### config.mk
export PLATFORM = sky130hd
export DESIGN_NAME = softmax_result_serializer
export DESIGN_NICKNAME = d
export VERILOG_FILES = /design/src/rtl/softmax_result_serializer.sv
export SDC_FILE = /design/constraint.sdc
export NUM_CORES = 1
export LEC_CHECK = 0
export ABC_AREA = 1
export CORE_UTILIZATION = 28
export DETAILED_ROUTE_END_ITERATION = 6
export PLACE_DENSITY = 0.61
export SYNTH_ARGS = -nofsm -noshare
export SYNTH_HDL_FRONTEND = slang
export SYNTH_SLANG_ARGS = --single-unit
### constraint.sdc
create_clock -name clk -period 2.87 [get_ports clk]
set_input_delay 0.7175 -clock clk [delete_from_list [all_inputs] [get_ports clk]]
set_output_delay 0.7175 -clock clk [all_outputs]
set_load 0.02 [all_outputs]
### src/rtl/softmax_result_serializer.sv
// softmax_result_serializer
// Read side of the softermax pipeline's parallel result vector. A launch sends a tag down a
// PIPE_LAT-stage delay line. When the tag reaches the last stage, res_vec_in is captured into a
// buffer. The buffered elements are then streamed out one per beat over valid/ready.
// launch_ready is a launch credit: it is high only while nothing is in flight or buffered.
//
// Ports:
//   clk, rst_n       clock (rising edge) and asynchronous active-low reset
//   launch_valid/_ready  upstream launch handshake
//   res_vec_in       VEC_SIZE x RES_BW parallel result vector from the pipeline
//   out_valid/_ready downstream beat handshake
//   out_data/_idx/_last  element data, element index, final-beat flag
//   busy             launch in flight or buffer non-empty
//
// Optional feature: define SOFTMAX_SER_CHECKSUM_EN to append a checksum beat
// (out_idx = VEC_SIZE, data = modulo-2^RES_BW sum of the captured elements).
module softmax_result_serializer #(
    parameter int VEC_SIZE = 10,
    parameter int RES_BW   = 32,
    parameter int PIPE_LAT = 3,
    parameter int IDX_BW   = $clog2(VEC_SIZE + 1)
) (
    input  logic              clk,
    input  logic              rst_n,
    input  logic              launch_valid,
    output logic              launch_ready,
    input  logic [RES_BW-1:0] res_vec_in [VEC_SIZE],
    output logic              out_valid,
    input  logic              out_ready,
    output logic [RES_BW-1:0] out_data,
    output logic [IDX_BW-1:0] out_idx,
    output logic              out_last,
    output logic              busy
);

    localparam logic [1:0] ST_IDLE  = 2'd0;
    localparam logic [1:0] ST_WAIT  = 2'd1;
    localparam logic [1:0] ST_DRAIN = 2'd2;

`ifdef SOFTMAX_SER_CHECKSUM_EN
    localparam logic [IDX_BW-1:0] LAST_IDX = IDX_BW'(VEC_SIZE);
`else
    localparam logic [IDX_BW-1:0] LAST_IDX = IDX_BW'(VEC_SIZE - 1);
`endif

    logic [1:0]          r_state;
    logic [PIPE_LAT-1:0] r_tag;
    logic [RES_BW-1:0]   r_buf [VEC_SIZE];
    logic [IDX_BW-1:0]   r_idx;

    logic                w_accept;
    logic                w_capture;
    logic [RES_BW-1:0]   w_elem;

    assign w_accept  = launch_valid && (r_state == ST_IDLE);
    // Only one tag can be in flight, so the emerging stage alone marks the capture edge.
    assign w_capture = r_tag[PIPE_LAT-1];

`ifdef SOFTMAX_SER_CHECKSUM_EN
    logic [RES_BW-1:0] r_sum;
    logic [RES_BW-1:0] w_sum;

    always_comb begin
        w_sum = '0;
        for (int i = 0; i < VEC_SIZE; i++) begin
            w_sum = w_sum + res_vec_in[i];
        end
    end
`endif

    always_ff @(posedge clk or negedge rst_n) begin
        if (!rst_n) begin
            r_state <= ST_IDLE;
            r_tag   <= '0;
            r_idx   <= '0;
            for (int i = 0; i < VEC_SIZE; i++) begin
                r_buf[i] <= '0;
            end
`ifdef SOFTMAX_SER_CHECKSUM_EN
            r_sum   <= '0;
`endif
        end else begin
            r_tag[0] <= w_accept;
            for (int i = 1; i < PIPE_LAT; i++) begin
                r_tag[i] <= r_tag[i-1];
            end

            case (r_state)
                ST_IDLE: begin
                    if (w_accept) begin
                        r_state <= ST_WAIT;
                    end
                end
                ST_WAIT: begin
                    if (w_capture) begin
                        for (int i = 0; i < VEC_SIZE; i++) begin
                            r_buf[i] <= res_vec_in[i];
                        end
`ifdef SOFTMAX_SER_CHECKSUM_EN
                        r_sum   <= w_sum;
`endif
                        r_idx   <= '0;
                        r_state <= ST_DRAIN;
                    end
                end
                ST_DRAIN: begin
                    if (out_ready) begin
                        if (r_idx == LAST_IDX) begin
                            r_idx   <= '0;
                            r_state <= ST_IDLE;
                        end else begin
                            r_idx <= r_idx + 1'b1;
                        end
                    end
                end
                default: begin
                    r_state <= ST_IDLE;
                end
            endcase
        end
    end

    // Element select by comparison so the checksum index never addresses past the buffer.
    always_comb begin
        w_elem = '0;
        for (int i = 0; i < VEC_SIZE; i++) begin
            if (r_idx == IDX_BW'(i)) begin
                w_elem = r_buf[i];
            end
        end
`ifdef SOFTMAX_SER_CHECKSUM_EN
        if (r_idx == LAST_IDX) begin
            w_elem = r_sum;
        end
`endif
    end

    assign out_valid    = (r_state == ST_DRAIN);
    assign out_data     = out_valid ? w_elem : '0;
    assign out_idx      = r_idx;
    assign out_last     = out_valid && (r_idx == LAST_IDX);
    assign launch_ready = (r_state == ST_IDLE);
    assign busy         = (r_state != ST_IDLE);

endmodule
# Yosys cells after proc, flatten, opt, wreduce, memory -nomap -nowiden

Cells that the tools add are included.

Register bits: 329
Input port bits: 324
Output and inout bits: 40

$add $sub $neg: 1
Eq/ne operators: 15
Mux-type cells: 20
Reductions and logical operators: 9

Operator list:

| operator                                               | number |
|---|---|
| 2-to-1 mux 32 bit                                      | 11 |
| equality test 4 x 3 -> 1 bit (second input constant)   | 4 |
| 2-to-1 mux 4 bit                                       | 3 |
| equality test 4 x 2 -> 1 bit (second input constant)   | 2 |
| equality test 4 bit (second input constant)            | 2 |
| 2-to-1 mux 2 bit                                       | 4 |
| one-hot mux 4 bit (2 select lines)                     | 1 |
| inequality test 2 x 1 -> 1 bit (second input constant) | 3 |
| one-hot mux 2 bit (3 select lines)                     | 1 |
| adder 4 x 1 -> 4 bit (second input constant)           | 1 |
| equality test 4 x 1 -> 1 bit (second input constant)   | 1 |
| zero test 4 bit                                        | 1 |
| AND reduction 4 bit                                    | 1 |
| nonzero test 2 bit                                     | 2 |
| AND reduction 3 bit                                    | 1 |
| equality test 2 x 1 -> 1 bit (second input constant)   | 1 |
| equality test 2 bit (second input constant)            | 1 |
| logical AND 1 bit                                      | 2 |
| zero test 2 bit                                        | 1 |
| inequality test 2 bit (second input constant)          | 1 |
| AND reduction 2 bit                                    | 1 |

# Longest topological paths before layout

Word-level depth: 12
Gate-level depth with buffers: 12

# Worst setup path after synthesis

OpenSTA, ideal clock, no wires.

Path kind: register to output
Start: reg r_idx[1], in the netlist out_idx[1]
End: out out_data[11]
Data arrival time: 1.602 ns
Required time: 2.152 ns
Setup slack: 0.551 ns
Stages on the path, launching flop included: 10
Cell sequence: dfrtp_1 > inv_1 > nand2_1 > nor3_1 > nor2_1 > inv_2 > clkbuf_1 > nor2_1 > nand2_1 > nand2_1

Word-level cells in the longest chain between the ends: 12
Elaborated cells between the ends (all ways): 21

RTL lines:

| what                            | line | text |
|---|---|---|
| start, declared                 | 49   | `logic [IDX_BW-1:0] r_idx;` |
| start signal, assigned          | 112  | `r_idx <= r_idx + 1'b1;` |
| zero test 4 bit                 | 127  | `if (r_idx == IDX_BW'(i)) begin` |
| 2-to-1 mux 32 bit (9 in series) | 127  |  |
| 2-to-1 mux 32 bit (*)           | 127  |  |
| 2-to-1 mux 32 bit (*)           | 139  | `assign out_data = out_valid ? w_elem : '0;` |
| end, declared                   | 30   | `output logic [RES_BW-1:0] out_data,` |

Mark *: on every way between the ends. The rest lies on a longest branch, timed or not.

# Final worst setup path

Start: reg r_idx[0], in the netlist out_idx[0]
End: out out_data[17]

Same word-level chain as after synthesis.

==> results.tsv <==
metric	value	unit
fin worst setup slack	-0.287	ns
Synth Flop Type	dfrtp_1	
die outline height	233	µm
DRC Markers	0	
f_max	0.317	GHz
leading cell type by number of instances after synthesis	dfrtp_1	
initial core utilization	28.4	%
gpl congestion	0.852	
Num CTS Buffers	39	
cell taking the most area after synthesis	dfrtp_1	
maximum vdd drop	0.523	mV
Post-synth top cells	dfrtp_1, nand2_1, mux2_2	
Hold Vio Cnt, Final	0	
Mapped Nets	1770	
Nets	2218	
CP Max Fanout	6	
Yosys reg bits	329	
grt ovf	0	
switching share of power	34.9	%
static leakage	9.87	nW
cell-internal power	14.5	mW
Root Driver	clkbuf_16	
Synth Warn #	0	
Total Routing Usage GR	19.0	%
vias per cell	4.63	
Pwr Density	989	mW/mm²
worst slew pin tran	0.576	ns
synth unique cells	25	
fin crit period	3.16	ns
CTS tree	built	
Seq/Total Area, Yosys	55.0	%
port buffer count	363	
Pre-Repair DR Iteration Count	5	
DP Wirelength	36200	µm
Max clock buf depth	3	
row cnt	84	
Worst Path Class, Setup	register to output port	
Critical Path End Type	output port	
pin count of the biggest net entering global routing	87	
combinational share of power	40.4	%
Detail Route Antenna Nets	0	
Clock Latency Late Sink	0.56	ns
P_sw	7.77	mW
Clock Skew	0.0228	ns
Avg WL per Cell	19.8	µm
layout cells sized above 1	33.3	%
Non-Filler Instances	2612	
Synth Cell Area	0.0150	mm²
vias in the first global route	12600	
clk slew on worst S/H paths	0.06	ns
core area	0.0527	mm²
Yosys top cell area share	55.0	%
asr flop ratio synth	100	%
HP Class	input port to asynchronous set/reset pin	
Slew headroom	61.6	%
Seq pwr share	37.3	%
CP arrival	2.44	ns
Clock Power Share	22.3	%
first-pass GRT wire length	76000	µm
CTS sink count	329	
Area Overhead vs Synth	50.2	%
status	finished, violations left	
final setup fails	32	
die footprint	0.0544	mm²
via count	12100	
failing checks	setup timing	
Cells after DPL	2504	
CP Launch Type	register	
Avg Inst Size Synth	10.4	µm²
cells after synthesis	1446	
top post-synthesis cells by area	dfrtp_1, mux2_2, nand2_1	
Total Wirelength	51700	µm
number of antenna violations at the first check in global routing	6	
CTS H-tree depth	2	
max-slew violation count	0	
1st-iter DRT viols	613	
Crit path required time	2.15	ns
total of max-cap violations	0	
Place WS	-0.186	ns
unrepaired setup endpoints after global routing	true	
I/O pin count	364	
EDFF count, synth	0	
period utilisation layout	110	%
die width	233	µm
worst paths after layout:
path	startpoint	end	slack [ns]	cells after the start
min in group clk	r_tag[1]	r_tag[2]	0.35	0
max	out_idx[0]	out_data[17]	-0.29	11
max reg2reg	r_state[0]	r_buf[40]	1.06	4
min reg2reg	r_tag[1]	r_tag[2]	0.35	0
min	rst_n	r_buf[180]	0.14	1
max in group asynchronous	rst_n	r_buf[78]	1.99	2
power groups by stage:
| stage | combinational (mW) | clock, mW | sequential [mW] |
|---|---|---|---|
| finish | 8.99 | 4.95 | 8.31 |
| global route | 9.80 | 5.27 | 8.59 |
| CTS | 9.07 | 5.09 | 8.27 |
| detailed placement | 8.60 | 0 | 8.29 |
| global placement | 8.46 | 0 | 8.21 |
| floorplan | 4.91 | 0 | 7.86 |
placed cells by master, fill, tap and decap left out, types with 4 or more instances in the layout:
master	instances
nand4_1	53
nor2_4	15
inv_1	60
nand3_1	66
mux2_2	282
nand3_2	5
buf_12	39
clkbuf_16	40
nor2_1	136
a21oi_1	44
clkbuf_1	8
buf_4	58
buf_8	4
clkinv_2	6
nand2_4	10
nand2_2	52
buf_6	49
nor2_2	29
buf_16	7
clkdlybuf4s50_1	329
nand2_1	250
inv_2	21
clkbuf_8	8
dfrtp_1	327
critical path, cell delays in order, from the launching register on:
cell     delay, ns
dfrtp_2       0.46
buf_6         0.14
nor2_4        0.22
nand3_4       0.20
buf_6         0.18
buf_12        0.14
buf_12        0.14
nor2_4        0.07
nor2_1        0.04
nand2_1       0.08
nand2_1       0.07
buf_6         0.13
sequential cells by signal (all words and copies together) (netlist names):
register and count:
out_idx 4, r_tag 3, r_state 2, r_buf 320
routing by layer:
| layer | vias to the layer above | global-route usage, % | wire [µm] |
|---|---|---|---|
| met3 | 92 | 4.47 | 3240 |
| met2 | 362 | 32.0 | 25000 |
| met5 | - | 0 | 34 |
| met1 | 5940 | 23.4 | 21600 |
| li1 | 5687 | - | - |
| met4 | 6 | 7.05 | 1840 |
cells by family after synthesis:
| kind of cell | Yosys count | share of synthesized area (%) |
|---|---|---|
| mux | 282 | 21.2 |
| simple gates | 621 | 17.4 |
| compound gates | 51 | 1.79 |
| flops | 329 | 55.0 |
| buf+inv | 163 | 4.69 |
cell type report:
| type | instances | area, µm² |
|---|---|---|
| inverter | 83 | 318 |
| clock inverter | 12 | 133 |
| antenna | 3 | 7.51 |
| multi-input combinational | 955 | 6480 |
| timing repair buffer | 486 | 5310 |
| fill | 4939 | 30200 |
| sequential | 329 | 8240 |
| tap | 688 | 861 |
| clock buffer | 56 | 1140 |
per-stage QoR:
stage               cell area (µm²)  hold WS, ns  setup TNS (ns)  power, mW  util (%)
finish                        22500        0.136           -7.60       22.3      42.7
global route                  22500        0.148          -11.48       23.7      42.7
CTS                           22300        0.126           -8.97       22.4      42.4
detailed placement            20200        0.335           -3.44       16.9      38.3
global placement              20200        0.335           -3.17       16.7      38.3
floorplan                     15000        0.331               0       12.8         -
what timing repair did:
action,in CTS,in global routing
endpoints found under the setup margin,33,33
hold buffers,0,0
gates resized for setup,290,85
gates cloned,11,0
pin swaps,66,75
setup buffers,28,3
hold endpoints to repair,0,0
Power figures use the tool's default switching activity.
